## config.mk

```make
export PLATFORM = sky130hd
export DESIGN_NAME = present_req_arbiter
export DESIGN_NICKNAME = d
export VERILOG_FILES = /design/src/rtl/present_req_arbiter.sv
export SDC_FILE = /design/constraint.sdc
export NUM_CORES = 1
export LEC_CHECK = 0
export ABC_AREA = 1
export CAP_MARGIN = 20
export CORE_AREA = 3 3 428 430
export DETAILED_ROUTE_END_ITERATION = 10
export DIE_AREA = 0 0 431 433
export MAX_ROUTING_LAYER = met4
export PLACE_DENSITY = 0.3
export SYNTH_ARGS = -nofsm -noshare
export SYNTH_HDL_FRONTEND = slang
export SYNTH_SLANG_ARGS = --single-unit
```

## constraint.sdc

```tcl
create_clock -name clk -period 4.1 [get_ports clk]
set_input_delay 0.41 -clock clk [delete_from_list [all_inputs] [get_ports clk]]
set_output_delay 0.41 -clock clk [all_outputs]
set_load 0.01 [all_outputs]
```

## src/rtl/present_req_arbiter.sv

```systemverilog
// -----------------------------------------------------------------------------
// present_req_arbiter
//
// Shares one PRESENT_ENCRYPT core between NUM_REQ requesters. A round-robin
// arbiter accepts one request at a time with a valid/ready handshake and
// captures its plaintext and key. It then pulses the core's load input once
// and waits for the core's done flag. The ciphertext goes back to the
// requester that owns the transaction. Only one transaction is in flight.
//
// FSM: IDLE -> LOAD -> WAIT -> RESP -> IDLE
//
// Parameters
//   NUM_REQ      number of requesters (2..8)
//   TIMEOUT_CYC  WAIT watchdog limit in cycles (only with PRESENT_TIMEOUT_EN)
//
// Optional feature macro
//   PRESENT_TIMEOUT_EN  adds the WAIT-state watchdog. When it fires, the
//                       response carries rsp_err=1 and rsp_data=0. When the
//                       macro is undefined, WAIT waits forever and rsp_err
//                       is 0.
//
// Ports
//   clk            clock, all logic on posedge
//   rst_n          synchronous reset, active low
//   req_valid      per-requester request valid
//   req_ready      per-requester accept (one-hot or zero)
//   req_data       plaintext, requester i uses [64*i +: 64]
//   req_key        key, requester i uses [128*i +: 128]
//   rsp_valid      per-requester response valid (one-hot or zero)
//   rsp_ready      per-requester response accept
//   rsp_data       ciphertext for the requester flagged in rsp_valid
//   rsp_err        response is a watchdog abort
//   busy           high in every state except IDLE
//   core_load      single-cycle load pulse to the cipher core
//   core_in_data   plaintext to the core (held from capture)
//   core_key       key to the core (held from capture)
//   core_out_data  ciphertext from the core
//   core_done      done flag from the core (sticky until the next load)
// -----------------------------------------------------------------------------
module present_req_arbiter #(
    parameter int NUM_REQ     = 4,
    parameter int TIMEOUT_CYC = 64
) (
    input  logic                     clk,
    input  logic                     rst_n,
    input  logic [NUM_REQ-1:0]       req_valid,
    output logic [NUM_REQ-1:0]       req_ready,
    input  logic [64*NUM_REQ-1:0]    req_data,
    input  logic [128*NUM_REQ-1:0]   req_key,
    output logic [NUM_REQ-1:0]       rsp_valid,
    input  logic [NUM_REQ-1:0]       rsp_ready,
    output logic [63:0]              rsp_data,
    output logic                     rsp_err,
    output logic                     busy,
    output logic                     core_load,
    output logic [63:0]              core_in_data,
    output logic [127:0]             core_key,
    input  logic [63:0]              core_out_data,
    input  logic                     core_done
);

    localparam int PTR_W = $clog2(NUM_REQ);

    typedef enum logic [1:0] {
        S_IDLE = 2'd0,
        S_LOAD = 2'd1,
        S_WAIT = 2'd2,
        S_RESP = 2'd3
    } state_t;

    // Reject configurations outside the supported range at elaboration.
    if (NUM_REQ < 2 || NUM_REQ > 8 || TIMEOUT_CYC < 1) begin : g_param_check
        $error("present_req_arbiter: NUM_REQ must be 2..8 and TIMEOUT_CYC >= 1");
    end

    state_t              state;
    state_t              state_d;
    logic [PTR_W-1:0]    rr_ptr;
    logic [PTR_W-1:0]    owner;
    logic [PTR_W-1:0]    grant_idx;
    logic [PTR_W-1:0]    cand;
    logic                grant_found;
    logic                accept;
    logic                rsp_fire;
    logic                timeout_hit;
    logic [63:0]         sel_data;
    logic [127:0]        sel_key;
    logic [63:0]         data_q;
    logic [127:0]        key_q;
    logic [63:0]         rsp_data_q;
    logic [PTR_W-1:0]    next_ptr;

    // -------------------------------------------------------------------------
    // Round-robin grant: the first valid requester at or after rr_ptr.
    // -------------------------------------------------------------------------
    always_comb begin
        // NOTE: every variable written here gets a default before any branch.
        // Without that, a path that skips the assignment would infer a latch.
        grant_found = 1'b0;
        grant_idx   = '0;
        cand        = '0;
        for (int k = 0; k < NUM_REQ; k++) begin
            cand = PTR_W'((int'(rr_ptr) + k) % NUM_REQ);
            if (!grant_found && req_valid[cand]) begin
                grant_found = 1'b1;
                grant_idx   = cand;
            end
        end
    end

    // Mux the winner's data and key. Constant loop indices keep every
    // part-select static.
    always_comb begin
        sel_data = '0;
        sel_key  = '0;
        for (int i = 0; i < NUM_REQ; i++) begin
            if (grant_idx == PTR_W'(i)) begin
                sel_data = req_data[64*i +: 64];
                sel_key  = req_key[128*i +: 128];
            end
        end
    end

    // req_ready is combinational from IDLE. It is also gated by rst_n, so no
    // requester is told it was accepted while the block is held in reset.
    assign accept = rst_n && (state == S_IDLE) && grant_found;

    always_comb begin
        req_ready = '0;
        if (accept) begin
            req_ready[grant_idx] = 1'b1;
        end
    end

    always_comb begin
        rsp_valid = '0;
        if (state == S_RESP) begin
            rsp_valid[owner] = 1'b1;
        end
    end

    // Only the owner's rsp_ready completes the response.
    assign rsp_fire = (state == S_RESP) && rsp_ready[owner];

    // The next pointer wraps with an explicit modulo.
    assign next_ptr = PTR_W'((int'(owner) + 1) % NUM_REQ);

    // -------------------------------------------------------------------------
    // FSM: state register and next-state / output decode.
    // -------------------------------------------------------------------------
    always_ff @(posedge clk) begin
        // NOTE: sequential state uses non-blocking assignments only. All
        // registers then update together from the values seen before the edge.
        if (!rst_n) begin
            state <= S_IDLE;
        end else begin
            state <= state_d;
        end
    end

    always_comb begin
        state_d   = state;
        core_load = 1'b0;
        unique case (state)
            S_IDLE: begin
                // core_done is ignored here; it is sticky from the previous job.
                if (accept) begin
                    state_d = S_LOAD;
                end
            end
            S_LOAD: begin
                core_load = 1'b1;
                state_d   = S_WAIT;
            end
            S_WAIT: begin
                // The core clears done on the load edge, so a done seen here
                // always belongs to the current job.
                if (core_done || timeout_hit) begin
                    state_d = S_RESP;
                end
            end
            S_RESP: begin
                if (rsp_fire) begin
                    state_d = S_IDLE;
                end
            end
            default: state_d = S_IDLE;
        endcase
    end

    assign busy = (state != S_IDLE);

    // -------------------------------------------------------------------------
    // Datapath: capture registers, owner, round-robin pointer, response data.
    // -------------------------------------------------------------------------
    always_ff @(posedge clk) begin
        if (!rst_n) begin
            rr_ptr     <= '0;
            owner      <= '0;
            data_q     <= '0;
            key_q      <= '0;
            rsp_data_q <= '0;
        end else begin
            if (accept) begin
                owner  <= grant_idx;
                data_q <= sel_data;
                key_q  <= sel_key;
            end
            if (state == S_WAIT) begin
                // When done and the watchdog fire together, done wins.
                if (core_done) begin
                    rsp_data_q <= core_out_data;
                end else if (timeout_hit) begin
                    rsp_data_q <= '0;
                end
            end
            if (rsp_fire) begin
                rr_ptr <= next_ptr;
            end
        end
    end

    assign core_in_data = data_q;
    assign core_key     = key_q;
    assign rsp_data     = rsp_data_q;

    // -------------------------------------------------------------------------
    // Optional WAIT watchdog.
    // -------------------------------------------------------------------------
`ifdef PRESENT_TIMEOUT_EN
    localparam int CNT_W = $clog2(TIMEOUT_CYC + 1);

    logic [CNT_W-1:0] wait_cnt;
    logic             rsp_err_q;

    // wait_cnt is 0 in the first WAIT cycle. The watchdog therefore fires in
    // the TIMEOUT_CYC-th WAIT cycle that has no done.
    assign timeout_hit = (state == S_WAIT) && !core_done &&
                         (wait_cnt == CNT_W'(TIMEOUT_CYC - 1));

    always_ff @(posedge clk) begin
        if (!rst_n) begin
            wait_cnt  <= '0;
            rsp_err_q <= 1'b0;
        end else begin
            if (state == S_LOAD) begin
                wait_cnt <= '0;
            end else if ((state == S_WAIT) && (wait_cnt != '1)) begin
                wait_cnt <= wait_cnt + 1'b1;
            end

            if (state == S_WAIT) begin
                if (core_done) begin
                    rsp_err_q <= 1'b0;
                end else if (timeout_hit) begin
                    rsp_err_q <= 1'b1;
                end
            end else if (rsp_fire) begin
                rsp_err_q <= 1'b0;
            end
        end
    end

    assign rsp_err = rsp_err_q;
`else
    assign timeout_hit = 1'b0;
    assign rsp_err     = 1'b0;
`endif

    // -------------------------------------------------------------------------
    // Protocol invariants.
    // -------------------------------------------------------------------------
    a_req_ready_onehot : assert property (@(posedge clk) disable iff (!rst_n)
        $onehot0(req_ready));
    a_rsp_valid_onehot : assert property (@(posedge clk) disable iff (!rst_n)
        $onehot0(rsp_valid));
    a_load_single      : assert property (@(posedge clk) disable iff (!rst_n)
        core_load |=> !core_load);

endmodule

```

Yosys cells after proc, flatten, opt, wreduce, memory -nomap -nowiden:

Index checks and enable logic that the tools add are counted.

* add/subtract/negate cells: 4
* $lt $le $gt $ge: 8
* equality and inequality tests: 9
* multiplexer cells: 37
* reduce and logical (&&, ||, !) cells: 16

Operators by type and width (number)
* $mux W128: 4
* $mux W64: 4
* $lt A2 B3 Y1 const B: 6
* $mux W2: 7
* $mux W1: 12
* $bmux W1 S2: 5
* $eq A2 B2 Y1 const B: 4
* $logic_and A1 B1 Y1: 8
* $mux W4: 2
* $pmux W2 S4: 1
* $ne A2 B2 Y1 const B: 3
* $add A2 B1 Y2 const B: 2
* $add A2 B2 Y2 const B: 2
* $demux W1 S2: 2
* $eq A2 B1 Y1 const B: 2
* $ge A2 B1 Y1 const B: 2
* $logic_not A2 Y1: 2
* $logic_not A1 Y1: 3
* $reduce_and A3 Y1: 1
* $reduce_and A2 Y1: 1
* $reduce_bool A2 Y1: 1

* register bits after elaboration: 262
* bits of input ports: 843
* output and inout port bits: 267
* logic and storage cells: 80

Depth between registers and ports, before layout:

* depth in word-level cells: 17
* mapped depth: 17
* depth with buffers taken out: 16

Least setup slack after synthesis:

Ideal clock, no wire load.

* path type: reg-to-output
* from: register rr_ptr[0]
* to: output req_ready[1]
* data arrival time: 1.819 ns
* data required time: 3.690 ns
* slack: 1.871 ns
* stages on the path, launching flop included: 14
* path buffers: 2
* path through: dfxtp_1 -> buf_4 -> nand2_1 -> nand2_1 -> nand2_1 -> nand2_2 -> nor2_2 -> nand3_1 -> nand2_1 -> nand2_4 -> inv_2 -> clkbuf_1 -> nand2_1 -> nor2_1

* longest elaborated chain between the ends: 17
* elaborated cells between the ends (all ways): 32
* those cells by class: 3 x add/sub; 2 x order compare; 19 x mux; 8 x reduce/logical

RTL lines
* start: declaration: line 78 `logic [PTR_W-1:0] rr_ptr;`
* start signal: assignment: line 218 `rr_ptr <= next_ptr;`
* parallel branches: the longest is 16 deep, another holds $lt A2 B3 Y1
* $mux W4 (*): line 130 `if (accept) begin`
* end: declaration: line 47 `output logic [NUM_REQ-1:0] req_ready,`

Every way passes the cells marked *. The select of a mux whose other input is x is not followed.

Final worst setup path:

* from: register rr_ptr[0]
* to: output req_ready[0]

The elaborated chain is that of the path after synthesis.

==> out/summary.txt <==
RUN STATUS
---------------------------------------------------------------------------------
Result of the run                                                    finished clean

LOGIC SYNTHESIS
---------------------------------------------------------------------------------
Total standard cell area after synthesis                             15,500 sq um
Synth Net Count                                                             3,537
Synth Warn #                                                                    0
Proportion of synthesized chip area in sequential cells                     33.8%
Synthesized area per cell                                              5.78 sq um
Number of distinct library cells after synthesis                               29
Cells after Synth                                                           2,685
Total of flip-flops plus latches after synthesis                              262

FLOORPLANNING
---------------------------------------------------------------------------------
Std cell rows                                                                 156
Count of boundary I/O pins                                                  1,110
Core outline area                                                    180,000 sq um
Die Span X                                                                 431 um
Die height                                                                 433 um
Die ar.                                                              187,000 sq um
Initial Utilization                                                         8.61%

PWR
---------------------------------------------------------------------------------
Worst supply voltage drop on vdd                                       0.000293 V
Proportion of power drawn by the clock network                              23.4%
Part of the total power dissipated in combinational logic                   54.3%
Net switching fraction of the power                                         45.5%
Sequential fraction of design power                                         22.3%
Net switching power of the design                                         8070 uW
Leakage power of the design                                             0.0126 uW
Cell internal power dissipation                                           9670 uW
Pwr Density                                                           572 nW/um^2

TIMING
---------------------------------------------------------------------------------
Final Hold Vio Count                                                            0
Total negative slack for setup checks                                        0 ns
RSZ-0062 raised after global routing                                           no
Period minus WS final                                                     3.74 ns
Maximum clock frequency                                                   267 MHz
Final Cycle Share                                                           91.2%
Final count of pins violating max slew                                          0
Tightest Pin Transition                                                   1.06 ns
Skew final                                                              0.0368 ns
Tightest slew margin relative to the limit                                  29.5%
Smallest hold slack                                                      0.297 ns
# setup viols final                                                             0

SETUP PATH
---------------------------------------------------------------------------------
Arrival time of data at the critical path endpoint                        3.33 ns
Origin of the critical flop-to-flop path                             rr_ptr[0]$_SDFFE_PN0P_
Crit path max-delay cell type                                        clkdlybuf4s50_1
Critical path fanouts, max                                                     11
CP Launch Type                                                               flop
Crit-path leading delay family                                       simple AND/OR/NAND/NOR gates
Required time of the worst setup path                                     3.69 ns
Ordered cell list for the critical path                              inv_2 -> nand2_1 -> nand2_1 -> nand2_1 -> nand2_1 -> nand4_1 -> nand2_1 -> nor2_4 -> nand2_2 -> buf_4 -> nor2_1 -> buf_4 -> clkdlybuf4s50_1
Largest stage delay, worst path                                           0.55 ns
Cell with the most instances on the worst path                            nand2_1
Critical path buffers and inverters                                             4
Crit path capture type                                                 output pin
Start-to-end type of the worst setup path                              reg -> out
Launching instance or port of the critical path                      rr_ptr[0]$_SDFFE_PN0P_

CTS
---------------------------------------------------------------------------------
CTS sink count                                                                262
Worst-Skew Late Latency                                                   0.64 ns
Number of gates resized after cts                                               1
Max H-tree Level                                                                2
Number of post-CTS setup repair buffers                                         0
Root Driver                                                             clkbuf_16
CTS tree                                                                      yes
TritonCTS Buffers                                                              45
Maximum root-to-sink buffer count                                               3
Clock slew seen by the registers of the worst setup and hold paths        0.06 ns
Number of buffers added to fix hold violations after cts                        0

GLOBAL ROUTE
---------------------------------------------------------------------------------
Vias in the first global route                                             21,700
Global route overflow                                                           0
Global-route usage over all layers                                          16.0%
Largest net degree at the start of global routing                             101
Global-route wire length before repair                                     198 mm
Number of antenna violations at the first check in global routing              76

LAYOUT
---------------------------------------------------------------------------------
Fraction of final layout cells sized beyond drive strength 1                4.97%
Number of nets in the finished design                                       4,564
Number of filler instances in the final layout                             20,900
Area grow syn2layout                                                         100%
Commonest non-fill, non-tap cell in the layout                       clkdlybuf4s50_1
Most frequent cells in the layout                                    clkdlybuf4s50_1 (1,107), nand2_1 (1,104), nor2_1 (393)

PLACE
---------------------------------------------------------------------------------
Port Buffer Count                                                           1,108
Detailed placement HPWL                                                    121 mm
Placer congestion estimate                                                  0.870

DRT
---------------------------------------------------------------------------------
Routed wire per std cell                                                  24.7 um
DRC marker count from the first detailed-route iteration                    1,179
Vias/cell                                                                    3.46
Number of vias in the routed layout                                        21,300
Post-detailed-route count of antenna-violating nets                             0
First-pass iteration count of the detailed router                               5
Final wirelength                                                           153 mm
DRC violations left                                                             0

JOB
---------------------------------------------------------------------------------
Number of maximum-capacitance constraint violations                             0

HOLD PATH
---------------------------------------------------------------------------------
Launch instance of the worst min-delay path                                 rst_n
Class of the worst hold path                                            in -> reg

-- per-layer routing --
layer | vias up | global-route usage [%] | part of all wire [%]
li1 | 10500 | - | -
met1 | 10100 | 18.1 | 40
met2 | 647 | 28.4 | 52
met3 | 118 | 4.30 | 6.5
met4 | 0 | 3.15 | 1.4
met5 | - | - | 0
-- cell usage after synthesis, drive strengths merged --
cell,number,area (sq um)
or2,45,282
nor3,1,5.00
a22oi,1,7.51
a32o,1,10.0
nand3b,2,15.0
nand3,193,966
nor2,398,1530
conb,1,3.75
o211ai,24,180
nand2,1110,4180
inv,202,758
buf,104,577
ha,9,113
clkbuf,72,270
nand4,58,363
o21ai,100,500
nand2b,1,6.26
dfxtp,262,5250
a21oi,101,505
-- registers in the layout, indices dropped and copies added (netlist names) --
signal,count
owner,2
core_in_data,64
rr_ptr,2
rsp_data,64
core_key,128
state,2
-- worst register-to-register path: cells and delay by family (launching register included) --
family / cells / cell delay [ns]
buf+inv: 3 / 0.54
flops: 1 / 0.45
simple gates: 12 / 2.19
-- per-stage QoR --
step                worst slack, ns  cell area [sq um]  total power [uW]  cells  utilization (%)
finish                        0.361              31000             17700   6169             17.2
global route                 0.0148              31000             19100   6165             17.2
CTS                           0.168              30900             18400   6113             17.2
detailed placement            0.477              29400             14000   6035             16.3
global placement              0.429              29400             14000   6035             16.3
floorplan                      1.87              15500              8120   2685                -
-- power groups by stage --
stage               Combinational, uW  Clock [uW]  Sequential (uW)
detailed placement               9980           0             4000
global route                    10600        4470             4060
CTS                             10000        4420             3960
global placement                10000           0             4000
finish                           9630        4150             3960
floorplan                        3860           0             4260
-- kinds of logic after synthesis --
kind of cell               Yosys count  synth area share, %
DFF                                262                 33.8
AOI/OAI and AO/OA                  227                 7.76
and+or+nand+nor                   1808                 47.3
adders and majority gates            9                0.726
buffers and inverters              378                 10.3
other                                1               0.0242
-- area by class of cell --
| class | instances | area (sq um) | share of cell area [%] |
|---|---|---|---|
| tap | 2370 | 2970 | 9.55 |
| multi-input combinational | 2045 | 8690 | 28.0 |
| clock buffer | 59 | 1240 | 3.99 |
| sequential | 262 | 5250 | 16.9 |
| clock inverter | 19 | 288 | 0.927 |
| timing repair buffer | 1156 | 11700 | 37.7 |
| inverter | 202 | 778 | 2.51 |
| antenna | 56 | 140 | 0.451 |
-- final timing paths --
kind	endpoint	slack, ns	cells after the start
max reg2reg	core_in_data[7]$_SDFFE_PN0N_	0.85	15
min	core_in_data[51]$_SDFFE_PN0N_	0.30	4
min reg2reg	core_key[97]$_SDFFE_PN0N_	0.47	2
max	req_ready[0]	0.36	13
Power figures use the tool's default switching activity.
